==> src/rtl/fp_compare_pipe.sv <==
// fp_compare_pipe: multi-lane, two-stage comparator for FloPoCo-format floats
// ({exn[1:0], sign, exp[WE-1:0], frac[WF-1:0]}). The comparison works on the
// encoding itself, so zeros, infinities and NaNs are handled exactly.
// Optional feature macro: FPCMP_MINMAX_EN adds per-lane min/max outputs.

// One lane: stage-1 key compare, stage-2 predicate resolution.
module fp_compare_lane #(
   parameter int WE = 5,
   parameter int WF = 11,
   parameter int W  = WF + WE + 3
) (
   input  logic         clk,
   input  logic         rst,
   input  logic         ld1_i,    // capture new operands into stage 1
   input  logic         ld2_i,    // move stage 1 into stage 2
   input  logic [W-1:0] a_i,
   input  logic [W-1:0] b_i,
   input  logic [2:0]   mode_i,   // predicate of the transaction held in stage 1
   output logic         res_o,
   output logic         unord_o
`ifdef FPCMP_MINMAX_EN
   ,
   output logic [W-1:0] min_o,
   output logic [W-1:0] max_o
`endif
);
   localparam int KW = WE + WF + 2;

   logic [KW-1:0] ka, kb;
   logic          mag_lt_d, mag_eq_d, za_d, zb_d, nan_d;
   logic          mag_lt_q, mag_eq_q, sa_q, sb_q, za_q, zb_q, nan_q;
   logic          lt, eq, gt, res_d, res_q, unord_q;
`ifdef FPCMP_MINMAX_EN
   logic [W-1:0]  a_q, b_q, min_d, max_d, min_q, max_q;
`endif

   // Magnitude key: zero < any normal < infinity; exp/frac only matter for normals.
   always_comb begin
      ka = {a_i[W-1:W-2], {(WE+WF){1'b0}}};
      kb = {b_i[W-1:W-2], {(WE+WF){1'b0}}};
      if (a_i[W-1:W-2] == 2'b01) ka = {2'b01, a_i[WE+WF-1:0]};
      if (b_i[W-1:W-2] == 2'b01) kb = {2'b01, b_i[WE+WF-1:0]};
      mag_lt_d = ka < kb;
      mag_eq_d = ka == kb;
      za_d     = a_i[W-1:W-2] == 2'b00;
      zb_d     = b_i[W-1:W-2] == 2'b00;
      nan_d    = (a_i[W-1:W-2] == 2'b11) || (b_i[W-1:W-2] == 2'b11);
   end

   // Stage 1 registers; hold their contents across bubbles and stalls.
   always_ff @(posedge clk) begin
      if (!rst) begin
         mag_lt_q <= 1'b0;
         mag_eq_q <= 1'b0;
         sa_q     <= 1'b0;
         sb_q     <= 1'b0;
         za_q     <= 1'b0;
         zb_q     <= 1'b0;
         nan_q    <= 1'b0;
`ifdef FPCMP_MINMAX_EN
         a_q      <= '0;
         b_q      <= '0;
`endif
      end else if (ld1_i) begin
         mag_lt_q <= mag_lt_d;
         mag_eq_q <= mag_eq_d;
         sa_q     <= a_i[W-3];
         sb_q     <= b_i[W-3];
         za_q     <= za_d;
         zb_q     <= zb_d;
         nan_q    <= nan_d;
`ifdef FPCMP_MINMAX_EN
         a_q      <= a_i;
         b_q      <= b_i;
`endif
      end
   end

   // Signed ordering from sign bits and magnitude order, then predicate select.
   always_comb begin
      lt = 1'b0;
      eq = 1'b0;
      if (za_q && zb_q) begin
         eq = 1'b1;                       // +0 == -0
      end else if (sa_q != sb_q) begin
         lt = sa_q;                       // the negative operand is smaller
      end else if (sa_q) begin
         lt = !mag_lt_q && !mag_eq_q;     // both negative: magnitude order flips
         eq = mag_eq_q;
      end else begin
         lt = mag_lt_q;
         eq = mag_eq_q;
      end
      gt = !lt && !eq;
      case (mode_i)
         3'b000:  res_d = gt;
         3'b001:  res_d = gt || eq;
         3'b010:  res_d = lt;
         3'b011:  res_d = lt || eq;
         3'b100:  res_d = eq;
         3'b101:  res_d = !eq;
         default: res_d = 1'b0;
      endcase
      // Unordered: only NE holds.
      if (nan_q) res_d = (mode_i == 3'b101);
`ifdef FPCMP_MINMAX_EN
      if (nan_q) begin
         min_d = {2'b11, {(W-2){1'b0}}};
         max_d = {2'b11, {(W-2){1'b0}}};
      end else if (eq) begin
         min_d = a_q;
         max_d = a_q;
      end else if (lt) begin
         min_d = a_q;
         max_d = b_q;
      end else begin
         min_d = b_q;
         max_d = a_q;
      end
`endif
   end

   // Stage 2 (output) registers.
   always_ff @(posedge clk) begin
      if (!rst) begin
         res_q   <= 1'b0;
         unord_q <= 1'b0;
`ifdef FPCMP_MINMAX_EN
         min_q   <= '0;
         max_q   <= '0;
`endif
      end else if (ld2_i) begin
         res_q   <= res_d;
         unord_q <= nan_q;
`ifdef FPCMP_MINMAX_EN
         min_q   <= min_d;
         max_q   <= max_d;
`endif
      end
   end

   assign res_o   = res_q;
   assign unord_o = unord_q;
`ifdef FPCMP_MINMAX_EN
   assign min_o   = min_q;
   assign max_o   = max_q;
`endif
endmodule

module fp_compare_pipe #(
   parameter int WE    = 5,
   parameter int WF    = 11,
   parameter int LANES = 3,
   parameter int TAG_W = 4,
   parameter int W     = WF + WE + 3
) (
   input  logic               clk,
   input  logic               rst,
   input  logic               in_valid,
   output logic               in_ready,
   input  logic [LANES*W-1:0] in_a,
   input  logic [LANES*W-1:0] in_b,
   input  logic [2:0]         in_mode,
   input  logic [TAG_W-1:0]   in_tag,
   output logic               out_valid,
   input  logic               out_ready,
   output logic [LANES-1:0]   out_res,
   output logic               out_any,
   output logic               out_all,
   output logic [LANES-1:0]   out_unord,
   output logic [TAG_W-1:0]   out_tag
`ifdef FPCMP_MINMAX_EN
   ,
   output logic [LANES*W-1:0] out_min,
   output logic [LANES*W-1:0] out_max
`endif
);
   logic [LANES-1:0][W-1:0] a_v, b_v;
   logic [1:0]              vld_q;      // [0] stage 1, [1] output stage
   logic [2:0]              mode_q;
   logic [TAG_W-1:0]        tag1_q, tag2_q;
   logic                    stall, ld1, ld2;

   assign a_v   = in_a;
   assign b_v   = in_b;
   assign stall = vld_q[1] && !out_ready;
   assign ld1   = in_valid && !stall;
   assign ld2   = vld_q[0] && !stall;

   // Valid shift register plus the per-transaction mode/tag sideband.
   always_ff @(posedge clk) begin
      if (!rst) begin
         vld_q  <= 2'b00;
         mode_q <= 3'b000;
         tag1_q <= '0;
         tag2_q <= '0;
      end else if (!stall) begin
         vld_q <= {vld_q[0], in_valid};
         if (in_valid) begin
            mode_q <= in_mode;
            tag1_q <= in_tag;
         end
         if (vld_q[0]) tag2_q <= tag1_q;
      end
   end

`ifdef FPCMP_MINMAX_EN
   logic [LANES-1:0][W-1:0] min_v, max_v;
   assign out_min = min_v;
   assign out_max = max_v;
`endif

   for (genvar i = 0; i < LANES; i++) begin : g_lane
      fp_compare_lane #(.WE(WE), .WF(WF), .W(W)) u_lane (
         .clk     (clk),
         .rst     (rst),
         .ld1_i   (ld1),
         .ld2_i   (ld2),
         .a_i     (a_v[i]),
         .b_i     (b_v[i]),
         .mode_i  (mode_q),
         .res_o   (out_res[i]),
         .unord_o (out_unord[i])
`ifdef FPCMP_MINMAX_EN
         ,
         .min_o   (min_v[i]),
         .max_o   (max_v[i])
`endif
      );
   end

   assign in_ready  = !stall;
   assign out_valid = vld_q[1];
   assign out_tag   = tag2_q;
   assign out_any   = |out_res;
   assign out_all   = &out_res;
endmodule

==> config.mk <==
export PLATFORM = sky130hd
export DESIGN_NAME = fp_compare_pipe
export DESIGN_NICKNAME = d
export VERILOG_FILES = /design/src/rtl/fp_compare_pipe.sv
export SDC_FILE = /design/constraint.sdc
export NUM_CORES = 1
export LEC_CHECK = 0
export CORE_MARGIN = 2
export CORE_UTILIZATION = 45
export CTS_BUF_LIST = sky130_fd_sc_hd__clkbuf_2
export DETAILED_ROUTE_END_ITERATION = 7
export MAX_ROUTING_LAYER = met4
export PLACE_DENSITY = 0.82
export SLEW_MARGIN = 20
export SYNTH_ARGS = -nofsm -noshare
export SYNTH_HDL_FRONTEND = slang
export SYNTH_SLANG_ARGS = --single-unit
==> constraint.sdc <==
create_clock -name clk -period 2.8 [get_ports clk]
set_clock_uncertainty 0.15 [all_clocks]
set_input_delay 0.42 -clock clk [delete_from_list [all_inputs] [get_ports clk]]
set_output_delay 0.42 -clock clk [all_outputs]
set_load 0.05 [all_outputs]
==> results.cfg, run 1 <==
[sta]
max_slew_margin_pct = 65.24
grt_setup_unrepaired = no
hold_viol = 0
period_share_pct = 86.71
holdWs_ns = 0.3238
setup_viol = 0
worstMarginPinSlew_ns = 0.5198
drv_slew = 0
clock.fmax_mhz = 411.9
setup_slack_ns = 0.3722
min_period_ns = 2.428

[synth]
ys_ff_latch = 40
synth-seq-area-share_pct = 22.08
synth.distinct_cells = 41
syn_inst = 487
ys.flop_type = dfxtp_1
synthArstFlopShare_pct = 0
synth_edf_count = 0
yosysWarnings = 0
avgSynthCellArea_sq_um = 7.446
syn-cell-area_sq_um = 3626
synth_fp_nets = 666

[die]
die_area_sq_um = 8792
core_area_sq_um = 7767
initial_core_util_pct = 46.68
die_h_um = 93.77
ios = 139
die_x_um = 93.77
rows = 32

[clock_network]
post_cts_buffers = 0
path_clk_slew_ns = 0.19
cts-resized-gates = 0
cts_tree = yes
hold_buffers = 0
clock_path_buffers = 2
cts_buffers = 5
h-tree-depth = 2
worstSkewPairLatency_ns = 0.41
cts_sinks = 40
cts_root_buffer = clkbuf_2

[final_layout]
layout.cells.most_common = clkdlybuf4s50_1
layout_common_cells = 138 x clkdlybuf4s50_1, 114 x nand2_1, 54 x ha_1
syn_to_final_growth_pct = 42.34
fin_util_pct = 66.45
fin_nets = 795
drive_gt1_share_pct = 4.221
insertedDiodeCount = 0

[status]
status = completed

[worst_setup_path]
r2r_slack_ns = 1.00
r2r_end = g_lane[1].u_lane.mag_lt_q
startpoint_type = input pin
crit_path_max_fanout = 9
timing.rr.start = vld_q[1]
criticalPathCategory = in2reg
critPathCaptureType = register
worst-endpoint-arrival_ns = 2.61
cp_data_required_time_ns = 2.99
reg2reg_depth = 7

[routing]
routed_wl_mm = 10.01
antenna_left = 0
wl_per_cell_um = 13.94
vias_per_cell = 5.376
via_count = 3860
first_iter_violations = 258
dr.pass1.iters = 4
post-route-drc-count = 0

[grt]
grt_pass1_wl_mm = 16.65
grt_max_degree = 45
overflow = 0
grt_pass1_vias = 3917
gr-usage-all-layers_pct = 23.46
antenna_found_initial = 0

[pwr]
total_leakage_power_nw = 2.120
ir_drop_mv = 0.2014
power_density_nw_per_um2 = 318.4

[worst_hold_path]
hp-start = g_lane[0].u_lane.unord_o
worstHoldEndpoint = g_lane[0].u_lane.unord_o
whs_path_depth = 2
hp-class = reg2reg

[placed_design]
place_ws_ns = -0.07313
gp_congestion = 0.8756
dp_hpwl_mm = 8.170
io_buffer_count = 138

[run]
drv_cap = 0
-- state kept, by name, summed over array words and instances, names as in the netlist --
name,cells
out_tag,4
tag1_q,4
g_lane.u_lane.mag_eq_q,3
g_lane.u_lane.mag_lt_q,3
g_lane.u_lane.nan_q,3
g_lane.u_lane.res_o,3
g_lane.u_lane.sa_q,3
g_lane.u_lane.sb_q,3
g_lane.u_lane.unord_o,3
g_lane.u_lane.za_q,3
g_lane.u_lane.zb_q,3
mode_q,3
vld_q,2
-- critical path: stages --
cell             delay [ns]
clkdlybuf4s50_1        0.50
nor2b_1                0.19
buf_4                  0.17
and2_1                 0.14
ha_1                   0.26
a21oi_1                0.15
a21boi_0               0.11
o31ai_1                0.29
o2111ai_1              0.21
a21oi_1                0.16
-- Yosys cell counts (4+ instances only) --
master     number  share of area (%)
a21boi_0       27                5.6
nor3_1         12                1.7
nor2b_1        10                1.7
inv_1           9               0.93
ha_1           54                 19
o2111ai_1       5                1.2
xnor2_1         5                1.2
clkbuf_1       16                1.7
a21o_1          6                1.2
dfxtp_1        40                 22
nand2b_1        7                1.2
and2_1         50                8.6
o21ai_0        13                1.8
and3_1          6                1.0
a21oi_1        28                3.9
nand3_1        10                1.4
nand2_1       114                 12
buf_4          12                2.5
nand4_1         9                1.6
nor2_1         14                1.4
a211oi_1        4               0.83
o31ai_1         4               0.83
-- cells by family after synthesis --
kind of cell               share of synthesized area, %
AOI/OAI and AO/OA                                 19.70
xor gates and xnor gates                          1.208
adders and majority gates                         18.63
buffers and inverters                             5.763
DFF                                               22.08
and+or+nand+nor                                   32.61
-- routing by layer --
layer,vias to the layer above,GRT usage (%),share of wire (%)
met4,0,8.696,2.9
met5,-,-,0
li1,1944,-,-
met3,33,3.692,5.8
met2,137,43.04,51
met1,1746,25.41,41
-- report_power, final --
group	switching (W)	internal, W	leakage [nW]
clock network	0.000189	0.000236	0.0490
registers	0.0000323	0.000601	0.328
logic	0.000262	0.000323	1.74
total	0.000484	0.00116	2.12
-- area by class of cell --
class | instances | area (sq um)
Timing Repair Buffer | 153 | 1494
Fill cell | 694 | 2606
Inverter | 10 | 37.54
Clock inverter | 2 | 60.06
Clock buffer | 5 | 25.02
Sequential cell | 40 | 800.8
Tap cell | 102 | 127.6
Multi-Input combinational cell | 406 | 2616
-- through the flow --
| stage | setup TNS, ns | total power, W | cells | cell area [sq um] |
|---|---|---|---|---|
| floorplan | 0 | 0.0009568 | 487 | 3626 |
| global placement | 0 | 0.001209 | 711 | 5076 |
| detailed placement | -0.1091 | 0.001227 | 711 | 5076 |
| global route | 0 | 0.001741 | 718 | 5161 |
| CTS | 0 | 0.001654 | 718 | 5161 |
| finish | 0 | 0.001644 | 718 | 5161 |
-- how the worst max path moves through the flow --
stage | startpoint | end | slack (ns)
after CTS | g_lane[1].u_lane.res_o | out_any | 0.35
final | in_a[55] | g_lane[2].u_lane.mag_lt_q | 0.37
after floorplan | in_b[17] | g_lane[0].u_lane.mag_lt_q | 0.54
after global routing | in_b[55] | g_lane[2].u_lane.mag_lt_q | 0.17
after detailed placement | in_b[36] | g_lane[1].u_lane.mag_lt_q | -0.07
after global placement | in_a[36] | g_lane[1].u_lane.mag_lt_q | 0.06
Power figures use the tool's default switching activity.
==> inputs of run 2 (changes only) <==
Clock period 2.8 ns to 3.1 ns, I/O delays scaled along.
==> results.cfg, run 2 (synthesis results as in run 1) <==
[placed_design]
dp_hpwl_mm = 7.853
gp_congestion = 0.8685
placed_area_sq_um = 5031
io_buffer_count = 138

[grt]
gr-usage-all-layers_pct = 22.96
overflow = 0
grt_max_degree = 45
antenna_found_initial = 0
grt_pass1_wl_mm = 16.08
grt_pass1_vias = 3752

[worst_setup_path]
critPathCaptureType = primary output
criticalPathCategory = in2out
reg2reg_depth = 7
crit_path_max_fanout = 5
worst-endpoint-arrival_ns = 1.87
startpoint_type = input pin
cp_data_required_time_ns = 2.48

[sta]
min_period_ns = 2.481
setup_viol = 0
grt_setup_unrepaired = no
fin_setup_tns_ns = 0
period_share_pct = 80.03
worstMarginPinSlew_ns = 0.5130
hold_viol = 0
max_slew_margin_pct = 65.70
drv_slew = 0
clock.fmax_mhz = 403.1

[pwr]
netSwitchingPower_w = 0.0004357
total_leakage_power_nw = 2.085
ir_drop_mv = 0.1474
clock_power_share_pct = 22.3
p_sw_share_pct = 31.03
p_seq_share_pct = 40.7
power_density_nw_per_um2 = 275.5
p_comb_share_pct = 37.0
intPower_w = 0.0009683

[clock_network]
hold_buffers = 0
cts-resized-gates = 0
cts_buffers = 5
path_clk_slew_ns = 0.20
cts_sinks = 40
worstSkewPairLatency_ns = 0.41
post_cts_buffers = 0
cts_tree = yes
h-tree-depth = 2
cts_root_buffer = clkbuf_2
clock_path_buffers = 2

[routing]
via_count = 3729
routed_wl_mm = 9.668
dr.pass1.iters = 4
antenna_left = 0
first_iter_violations = 95
post-route-drc-count = 0
dr_wl_met3_um = 514
wl_per_cell_um = 13.56
vias_per_cell = 5.230
wl_met1_mm = 4.106
top_layer_used = met4
wl_met2_mm = 4.809

[die]
rows = 32
die_x_um = 93.77
core_area_sq_um = 7767
die_area_sq_um = 8792
initial_core_util_pct = 46.68
die_h_um = 93.77
ios = 139

[worst_hold_path]
whs_path_depth = 2
hp-class = reg2reg

[final_layout]
syn_to_final_growth_pct = 40.55
fin_area_sq_um = 5096
fin_nets = 789
layout_common_cells = 138 x clkdlybuf4s50_1, 114 x nand2_1, 54 x ha_1
drive_gt1_share_pct = 3.437
insertedDiodeCount = 0
layout.cells.most_common = clkdlybuf4s50_1
n_fill_cell = 690

[run]
drv_cap = 0

[status]
status = completed
==> run 2: cell types whose count changed in the layout (fill, tap and decap cells not counted), sizes merged <==
cell,before,now
buf,15,9
bufinv,2,1
clkbuf,5,6
clkinv,0,1
==> run 2: through the flow <==
stage | util (%) | std cells | hold slack (ns) | total power [W] | setup slack (ns)
after global placement | 64.77 | 705 | 0.3009 | 0.001088 | 0.1820
after floorplan | - | 487 | 0.2912 | 0.0008642 | 0.7956
final | 65.61 | 713 | 0.3267 | 0.001404 | 0.6189
after detailed placement | 64.77 | 705 | 0.3077 | 0.001102 | 0.1685
after global routing | 65.61 | 713 | 0.3593 | 0.001495 | 0.4437
after CTS | 65.61 | 713 | 0.3305 | 0.001415 | 0.6069
==> run 2: critical path: stages <==
cell	delay, ns
clkdlybuf4s50_1	0.47
nor2b_2	0.06
inv_2	0.08
clkdlybuf4s50_1	0.80
==> run 2: routing by layer <==
layer  GRT usage [%]  vias to the layer above
met4           8.213                        0
li1                -                     1930
met2           42.08                      110
met1           24.96                     1667
met5               -                        -
met3           3.692                       22
==> run 2: path summary, 6_finish.rpt <==
kind                                                from                        end  slack (ns)
worst max-delay path                           out_ready                   in_ready        0.62
worst min-delay path            g_lane[0].u_lane.unord_o   g_lane[0].u_lane.unord_o        0.33
worst max register to register                  vld_q[1]  g_lane[1].u_lane.mag_lt_q        1.38
worst min register to register  g_lane[0].u_lane.unord_o   g_lane[0].u_lane.unord_o        0.33
==> run 2: cell type report <==
class                           count  area [sq um]  share of cell area [%]
Multi-Input combinational cell    406          2616                   51.34
Timing Repair Buffer              147          1449                   28.43
Sequential cell                    40         800.8                   15.71
Tap cell                          102         127.6                   2.504
Inverter                           10         37.54                  0.7366
Clock inverter                      2         35.03                  0.6875
Clock buffer                        6         30.03                  0.5892
==> run 2: power by group through the flow <==
| stage | sequential (W) | clock, W | combinational, W |
|---|---|---|---|
| 2_1_floorplan | 0.000578 | 0 | 0.000286 |
| 3_3_place_gp | 0.000580 | 0 | 0.000508 |
| 3_5_place_dp | 0.000582 | 0 | 0.000520 |
| 4_1_cts | 0.000571 | 0.000320 | 0.000523 |
| 5_1_grt | 0.000576 | 0.000339 | 0.000579 |
| 6_report | 0.000571 | 0.000313 | 0.000520 |
